===== src/rtl/gpio_mmio.sv =====
// gpio_mmio: memory-mapped GPIO responder for the board LEDs and switches.
// Latency: response one cycle after request accept; one request per 2 cycles max.
// Backpressure: req_ready low while a response is held; response held until resp_ready.
//
// Ports:
//   clk, rst (async, active-low)
//   req_valid/req_ready/req_we/req_addr/req_wdata/req_be : CPU request channel
//   resp_valid/resp_ready/resp_rdata/resp_err            : CPU response channel
//   sw  : raw asynchronous switch pins (synchronized + debounced internally)
//   led : registered LED pins
//   irq : only when GPIO_IRQ_EN is defined; OR of unmasked change flags
//
// Register map (offset from BASE_ADDR):
//   0x00 LED (RW), 0x04 SW (RO), 0x08 SW_CHG (W1C), 0x0C ID (RO),
//   0x10 IRQ_MASK (RW, only with GPIO_IRQ_EN)
module gpio_mmio #(
  parameter int                ADDR_W     = 32,
  parameter logic [ADDR_W-1:0] BASE_ADDR  = 32'h0000_1000,
  parameter int                DEB_CYCLES = 16,
  parameter int                CNT_W      = 5
) (
  input  logic              clk,
  input  logic              rst,
  input  logic              req_valid,
  output logic              req_ready,
  input  logic              req_we,
  input  logic [ADDR_W-1:0] req_addr,
  input  logic [31:0]       req_wdata,
  input  logic [3:0]        req_be,
  output logic              resp_valid,
  input  logic              resp_ready,
  output logic [31:0]       resp_rdata,
  output logic              resp_err,
  input  logic [15:0]       sw,
  output logic [15:0]       led
`ifdef GPIO_IRQ_EN
  ,
  output logic              irq
`endif
);

  localparam logic [0:0] S_IDLE = 1'b0;
  localparam logic [0:0] S_RESP = 1'b1;

  localparam logic [31:0]      ID_VAL  = 32'h6770_0001;
  localparam logic [CNT_W-1:0] CNT_MAX = CNT_W'(DEB_CYCLES - 1);

  logic [0:0]       state;
  logic [15:0]      sw_m, sw_s;
  logic [15:0]      sw_db, sw_chg;
  logic [CNT_W-1:0] cnt [16];
  logic [15:0]      deb_set;

  logic             accept, hit, acc_ok;
  logic [4:0]       off;
  logic [31:0]      rd_val;
  logic             dec_err;
  logic [15:0]      wmask;
  logic [15:0]      chg_clr;

`ifdef GPIO_IRQ_EN
  logic [15:0]      irq_mask;
`endif

  // Upper store bytes and byte enables have no register behind them.
  logic unused_bits;
  assign unused_bits = ^{req_wdata[31:16], req_be[3:2]};

  assign req_ready  = (state == S_IDLE);
  assign resp_valid = (state == S_RESP);
  assign accept     = req_valid & req_ready;

  assign hit    = (req_addr[ADDR_W-1:5] == BASE_ADDR[ADDR_W-1:5]);
  assign off    = req_addr[4:0];
  assign acc_ok = hit & (req_addr[1:0] == 2'b00) & ~dec_err;

  // Byte-lane write mask shared by LED, SW_CHG and IRQ_MASK.
  assign wmask = {{8{req_be[1]}}, {8{req_be[0]}}};

  always_comb begin
    rd_val  = 32'h0;
    dec_err = 1'b0;
    case (off)
      5'h00: rd_val = {16'h0, led};
      5'h04: rd_val = {16'h0, sw_db};
      5'h08: rd_val = {16'h0, sw_chg};
      5'h0C: rd_val = ID_VAL;
`ifdef GPIO_IRQ_EN
      5'h10: rd_val = {16'h0, irq_mask};
`endif
      default: dec_err = 1'b1;
    endcase
  end

  assign chg_clr = (accept & req_we & acc_ok & (off == 5'h08))
                 ? (req_wdata[15:0] & wmask) : 16'h0;

  // Request FSM and response registers.
  always_ff @(posedge clk or negedge rst) begin
    if (!rst) begin
      state      <= S_IDLE;
      resp_rdata <= 32'h0;
      resp_err   <= 1'b0;
    end else begin
      case (state)
        S_IDLE: begin
          if (accept) begin
            state      <= S_RESP;
            resp_err   <= ~acc_ok;
            resp_rdata <= (req_we | ~acc_ok) ? 32'h0 : rd_val;
          end
        end
        default: begin
          if (resp_ready) state <= S_IDLE;
        end
      endcase
    end
  end

  // LED register, written on the accept edge.
  always_ff @(posedge clk or negedge rst) begin
    if (!rst) begin
      led <= 16'h0;
    end else if (accept & req_we & acc_ok & (off == 5'h00)) begin
      led <= (led & ~wmask) | (req_wdata[15:0] & wmask);
    end
  end

`ifdef GPIO_IRQ_EN
  always_ff @(posedge clk or negedge rst) begin
    if (!rst) begin
      irq_mask <= 16'h0;
      irq      <= 1'b0;
    end else begin
      if (accept & req_we & acc_ok & (off == 5'h10))
        irq_mask <= (irq_mask & ~wmask) | (req_wdata[15:0] & wmask);
      irq <= |(sw_chg & irq_mask);
    end
  end
`endif

  // Two-flop synchronizer for the asynchronous switch pins.
  always_ff @(posedge clk or negedge rst) begin
    if (!rst) begin
      sw_m <= 16'h0;
      sw_s <= 16'h0;
    end else begin
      sw_m <= sw;
      sw_s <= sw_m;
    end
  end

  // A bit is accepted on the cycle its counter is already at CNT_MAX and the
  // mismatch persists, giving DEB_CYCLES mismatching cycles in total.
  always_comb begin
    deb_set = 16'h0;
    for (int i = 0; i < 16; i++)
      deb_set[i] = (sw_s[i] != sw_db[i]) && (cnt[i] == CNT_MAX);
  end

  always_ff @(posedge clk or negedge rst) begin
    if (!rst) begin
      sw_db  <= 16'h0;
      sw_chg <= 16'h0;
      for (int i = 0; i < 16; i++) cnt[i] <= '0;
    end else begin
      sw_db  <= sw_db ^ deb_set;
      // A new change event overrides a concurrent W1C clear.
      sw_chg <= (sw_chg & ~chg_clr) | deb_set;
      for (int i = 0; i < 16; i++) begin
        if ((sw_s[i] == sw_db[i]) || deb_set[i]) cnt[i] <= '0;
        else                                     cnt[i] <= cnt[i] + 1'b1;
      end
    end
  end

endmodule


===== config.mk =====
export PLATFORM = sky130hd
export DESIGN_NAME = gpio_mmio
export DESIGN_NICKNAME = d
export VERILOG_FILES = /design/src/rtl/gpio_mmio.sv
export SDC_FILE = /design/constraint.sdc
export NUM_CORES = 1
export LEC_CHECK = 0
export ABC_AREA = 1
export BUFFER_PORTS_ARGS = -buffer_cell sky130_fd_sc_hd__buf_2
export CORE_ASPECT_RATIO = 0.6
export CORE_MARGIN = 2
export CORE_UTILIZATION = 30
export DETAILED_ROUTE_END_ITERATION = 12
export GPL_TIMING_DRIVEN = 1
export SLEW_MARGIN = 5
export SYNTH_ARGS = -nofsm -noshare
export SYNTH_HDL_FRONTEND = slang
export SYNTH_SLANG_ARGS = --single-unit

===== constraint.sdc =====
create_clock -name clk -period 2.5 [get_ports clk]
set_input_delay 0.125 -clock clk [delete_from_list [all_inputs] [get_ports clk]]
set_output_delay 0.125 -clock clk [all_outputs]
set_load 0.05 [all_outputs]

== Yosys cells after proc, flatten, opt, wreduce, memory -nomap -nowiden ==
Cells that the tools add are included.

* Eq/ne operators: 52
* Add/sub/neg operators: 16
* Muxes and demuxes: 22
* Reductions and logical operators: 36
* Bitwise logic cells: 18

{| class="wikitable"
|+ Operators with widths
! kind !! count
|-
| one-hot mux 31 bit (4 select lines) || 1
|-
| == test 5 x 4 -> 1 bit (second input constant) || 18
|-
| adder 5 x 1 -> 5 bit (second input constant) || 16
|-
| two-way mux 5 bit || 16
|-
| bitwise AND 16 bit || 3
|-
| two-way mux 32 bit || 1
|-
| NOT 16 bit || 2
|-
| OR 16 bit || 2
|-
| == test 27 x 8 -> 1 bit (second input constant) || 1
|-
| == test 1 bit || 16
|-
| logical AND 1 bit || 16
|-
| logical OR 1 bit || 16
|-
| two-way mux 16 bit || 1
|-
| != test 1 bit || 16
|-
| XOR 16 bit || 1
|-
| bitwise AND 1 bit || 7
|-
| == test 5 x 3 -> 1 bit (second input constant) || 1
|-
| logical NOT 5 bit || 1
|-
| OR reduction 4 bit || 1
|-
| two-way mux 1 bit || 3
|-
| logical NOT 2 bit || 1
|-
| NOT 1 bit || 2
|-
| AND reduction 2 bit || 1
|-
| OR 1 bit || 1
|}

* Input port bits: 89
* Output and inout port bits: 51
* Logic and storage cells: 168
* Register bits: 194

== Depth between registers and ports, before layout ==
* Word-level depth: 9
* Gate-level depth with buffers: 10

== Least setup slack after synthesis ==
Ideal clock, no wire load.

* Path kind: flip-flop to flip-flop
* From: reg state (netlist: resp_valid)
* To: reg (tool-made name)
* Clock period less this slack: 1.903 ns
* Arrival: 1.785 ns
* Stages on the path, launching flop included: 8
* Data required time: 2.382 ns
* Path slack: 0.597 ns
* Path through: dfrtp_1 inv_1 nand2_1 nor2_1 buf_2 nand4_4 nand2_1 nand2_1

{| class="wikitable"
|+ RTL lines
! what !! line !! source
|-
| start, declared || 48 || <nowiki>logic [0:0] state;</nowiki>
|-
| start signal, assigned || 101 || <nowiki>state <= S_IDLE;</nowiki>
|-
| start signal, assigned || 108 || <nowiki>state <= S_RESP;</nowiki>
|-
| start signal, assigned || 114 || <nowiki>if (resp_ready) state <= S_IDLE;</nowiki>
|}

==> flow_metrics.env <==
export IMPL_status="finished, final reports clean"
export IMPL_worstHoldStart="req_wdata[13]"
export IMPL_ios=140
export IMPL_avgSynthCellArea_um2=9.019
export IMPL_grtUsageTotal=0.1456
export IMPL_drt_total_wl_um=19370
export IMPL_antenna_found_initial=2
export IMPL_synth_seq_area_share=0.5562
export IMPL_path_buf_inv=2
export IMPL_clock_path_buffers=2
export IMPL_switching_share=0.2370
export IMPL_rows=46
export IMPL_drtIter0Drc=339
export IMPL_ys_ff_latch=179
export IMPL_power_switching_mw=1.536
export IMPL_start_util=0.3049
export IMPL_ff_latch_area_um2=4479
export IMPL_maxSlewHeadroom=0.5134
export IMPL_syn_cell_area_um2=8054
export IMPL_fin_cells=1415
export IMPL_place_congestion=0.8405
export IMPL_startpoint="resp_valid"
export IMPL_yosys_warnings=0
export IMPL_rsz0062_at_grt="false"
export IMPL_power_frac_comb=0.073
export IMPL_timing_final_crit_share=0.7159
export IMPL_fmax_mhz=558.7
export IMPL_n_fill_cell=2648
export IMPL_clock_root_buffer="clkbuf_16"
export IMPL_synthTopCellsByArea="dfrtp_1 56%, nand2_1 11%, nor2_1 5.4%"
export IMPL_path_clk_slew_ns=0.07
export IMPL_vias=6179
export IMPL_critPathRequiredTime_ns=2.87
export IMPL_final_util=0.3768
export IMPL_drive_gt1_frac=0.1594
export IMPL_die_y_um=130.9
export IMPL_cts_buffers=17
export IMPL_r2r_cells=7
export IMPL_areaGrowthSynthToFinish_pct=23.58
export IMPL_core_um2=26420
export IMPL_finalMaxSlewViolations=0
export IMPL_clock_latency_ns=0.44
export IMPL_crit_arrival_ns=2.16
export IMPL_grt_pass1_vias=5952
export IMPL_skew_ns=0.01032
export IMPL_post_cts_setup_buffer_count=0
export IMPL_antenna_left=0
export IMPL_cp_cell_sequence="inv_1 -> nand2_1 -> nor2_2 -> inv_1 -> nor2_2 -> nand4_1 -> nand2_1"
export IMPL_leakage_nw=4.931
export IMPL_yosysTopAreaCell="dfrtp_1"
export IMPL_setup_worst_path_class="flop to flop"
export IMPL_dpl_hpwl_um=13890
export IMPL_avgRoutedWirePerCell_um=13.69
export IMPL_grt_max_degree=49
export IMPL_die_area_um2=28220
export IMPL_grt_pass1_wl_um=31520
export IMPL_crit_path_top_delay_cell="nor2_2"
export IMPL_power_frac_seq=0.470
export IMPL_worstMarginPinSlew_ns=0.7244
export IMPL_hold_viol=0
export IMPL_path_max_fanout=13
export IMPL_whs_ns=0.05611
export IMPL_pwr_share_clk=0.458
export IMPL_cap_violations=0
export IMPL_setup_violations=0
export IMPL_fin_crit_ns=1.790
export IMPL_grt_overflow=0
export IMPL_finalNetCount=1162
export IMPL_cts_sinks=179
export IMPL_end_kind="flop"
export IMPL_synth_cell_types=28
export IMPL_drcViolationCount=0
export IMPL_drt_pre_antenna_iters=5
export IMPL_ir_drop_uv=379.5
export IMPL_dpl_cell_area_um2=8987
export IMPL_rrSetupSlack_ns=0.71
export IMPL_powerDensity_nw_per_um2=650.9
export IMPL_io_buffers=113
export IMPL_setup_tns_ns=0
export IMPL_multi_input_area_um2=2939
export IMPL_min_path_type="primary input to flop"
export IMPL_vias_per_cell=4.367
export IMPL_cp_start_kind="flop"
export IMPL_crit_path_max_incr_delay_ns=0.58
export IMPL_rr_startpoint="resp_valid"
export IMPL_final_area_um2=9953
export IMPL_dp_cells=1351
export IMPL_yosysTopAreaCellShare=0.5562
export IMPL_die_w_um=215.5
export IMPL_cts_tree="built"
export IMPL_whs_path_depth=5
export IMPL_crit_family="simple AND/OR/NAND/NOR gates"
export IMPL_p_int_mw=4.943
export IMPL_cts_resized=0
export IMPL_path_depth=7
export IMPL_h_tree_depth=4
export IMPL_postSynthCellCount=893
[power by group through the flow]
stage | Clock (mW) | Sequential [mW] | Combinational [mW]
after floorplan | 0 | 3.09 | 0.240
after global placement | 0 | 3.09 | 0.432
after detailed placement | 0 | 3.10 | 0.438
after CTS | 3.06 | 3.04 | 0.479
after global routing | 3.16 | 3.05 | 0.542
final | 2.96 | 3.04 | 0.471
[Yosys cell counts]
master / instances
buf_6: 2
xor2_1: 17
inv_1: 115
o2111ai_1: 1
nor3_1: 1
nand4_4: 2
ha_1: 32
conb_1: 1
nor3b_1: 16
buf_2: 6
nor2_1: 116
buf_4: 21
o21ai_1: 8
o211ai_1: 15
a21oi_1: 23
nand3_1: 27
o211a_1: 5
nand2_2: 1
nand2_1: 234
clkbuf_1: 3
nand3_2: 3
nor2_4: 3
inv_2: 2
o21ai_0: 20
buf_1: 1
nor2_2: 1
dfrtp_1: 179
nand4_1: 38
[cell type report]
cell class / count / share of cell area
Multi-Input combinational cell: 571 / 0.2953
Clock inverter: 14 / 0.02250
Antenna cell: 1 / 0.0002514
Tap cell: 360 / 0.04525
Timing Repair Buffer: 155 / 0.09943
Clock buffer: 18 / 0.04312
Inverter: 117 / 0.04412
Sequential cell: 179 / 0.4500
[routing by layer]
layer  global-route usage  share of wire
met1               0.2004           0.49
met2               0.2186           0.42
met3              0.04560          0.070
met4              0.04828          0.015
met5                    0        0.00067
[cell usage in the layout, fill, tap and decap left out]
cell | synthesis | layout
nand2_2 | 1 | 1
o211a_1 | 5 | 5
bufinv_16 | 0 | 5
dfrtp_1 | 179 | 179
nor2_4 | 3 | 3
buf_4 | 21 | 9
o2111ai_1 | 1 | 1
o21ai_0 | 20 | 20
nand3_1 | 27 | 27
clkinv_4 | 0 | 3
inv_2 | 2 | 2
nand4_1 | 38 | 38
conb_1 | 1 | 8
o211ai_1 | 15 | 15
ha_1 | 32 | 32
nand2_1 | 234 | 234
buf_2 | 6 | 112
clkinvlp_4 | 0 | 1
nand3_2 | 3 | 3
xor2_1 | 17 | 17
buf_12 | 0 | 2
o21ai_1 | 8 | 8
nor3_1 | 1 | 1
diode_2 | 0 | 1
nor2_2 | 1 | 2
clkbuf_1 | 3 | 1
inv_6 | 0 | 4
a21oi_1 | 23 | 23
inv_1 | 115 | 115
nand4_4 | 2 | 2
clkinv_2 | 0 | 1
nor3b_1 | 16 | 16
buf_6 | 2 | 1
nor2_1 | 116 | 115
dlygate4sd3_1 | 0 | 31
clkbuf_16 | 0 | 17
[cell families (layout without fill, tap and decap cells)]
| logic type | after synthesis | after routing | share of synthesized area |
|---|---|---|---|
| adder cells (fa/ha/maj) | 32 | 32 | 0.04971 |
| AND/OR/NAND/NOR | 442 | 442 | 0.2397 |
| flip-flops | 179 | 179 | 0.5562 |
| other | 1 | 9 | 0.0004656 |
| XOR/XNOR | 17 | 17 | 0.01849 |
| AO/OA/AOI/OAI | 72 | 72 | 0.05298 |
| buffers and inverters | 150 | 304 | 0.08249 |
[what timing repair did]
| item | 4_1_cts | 5_1_grt |
|---|---|---|
| endpoints found under the setup margin | 0 | 0 |
| hold endpoints to repair | 71 | 0 |
| hold buffers | 31 | 0 |
[metrics by stage]
stage	worst slack, ns	total power, mW
5_1_grt	0.5605	6.755
4_1_cts	0.6964	6.577
3_5_place_dp	0.7031	3.535
6_report	0.7101	6.479
3_3_place_gp	0.7618	3.527
2_1_floorplan	0.5970	3.332
[worst max-delay path by stage]
stage / endpoint / slack [ns]
final: flop / 0.71
after global routing: flop / 0.56
after CTS: flop / 0.70
after detailed placement: flop / 0.70
after global placement: flop / 0.76
after floorplan: flop / 0.60
[worst reg2reg max path: cells and delay by family, from the launching register on]
kind	cells	cell delay, ns
simple gates	5	1.19
flops	1	0.37
buf+inv	2	0.19
(Power assumes the default switching activity.)
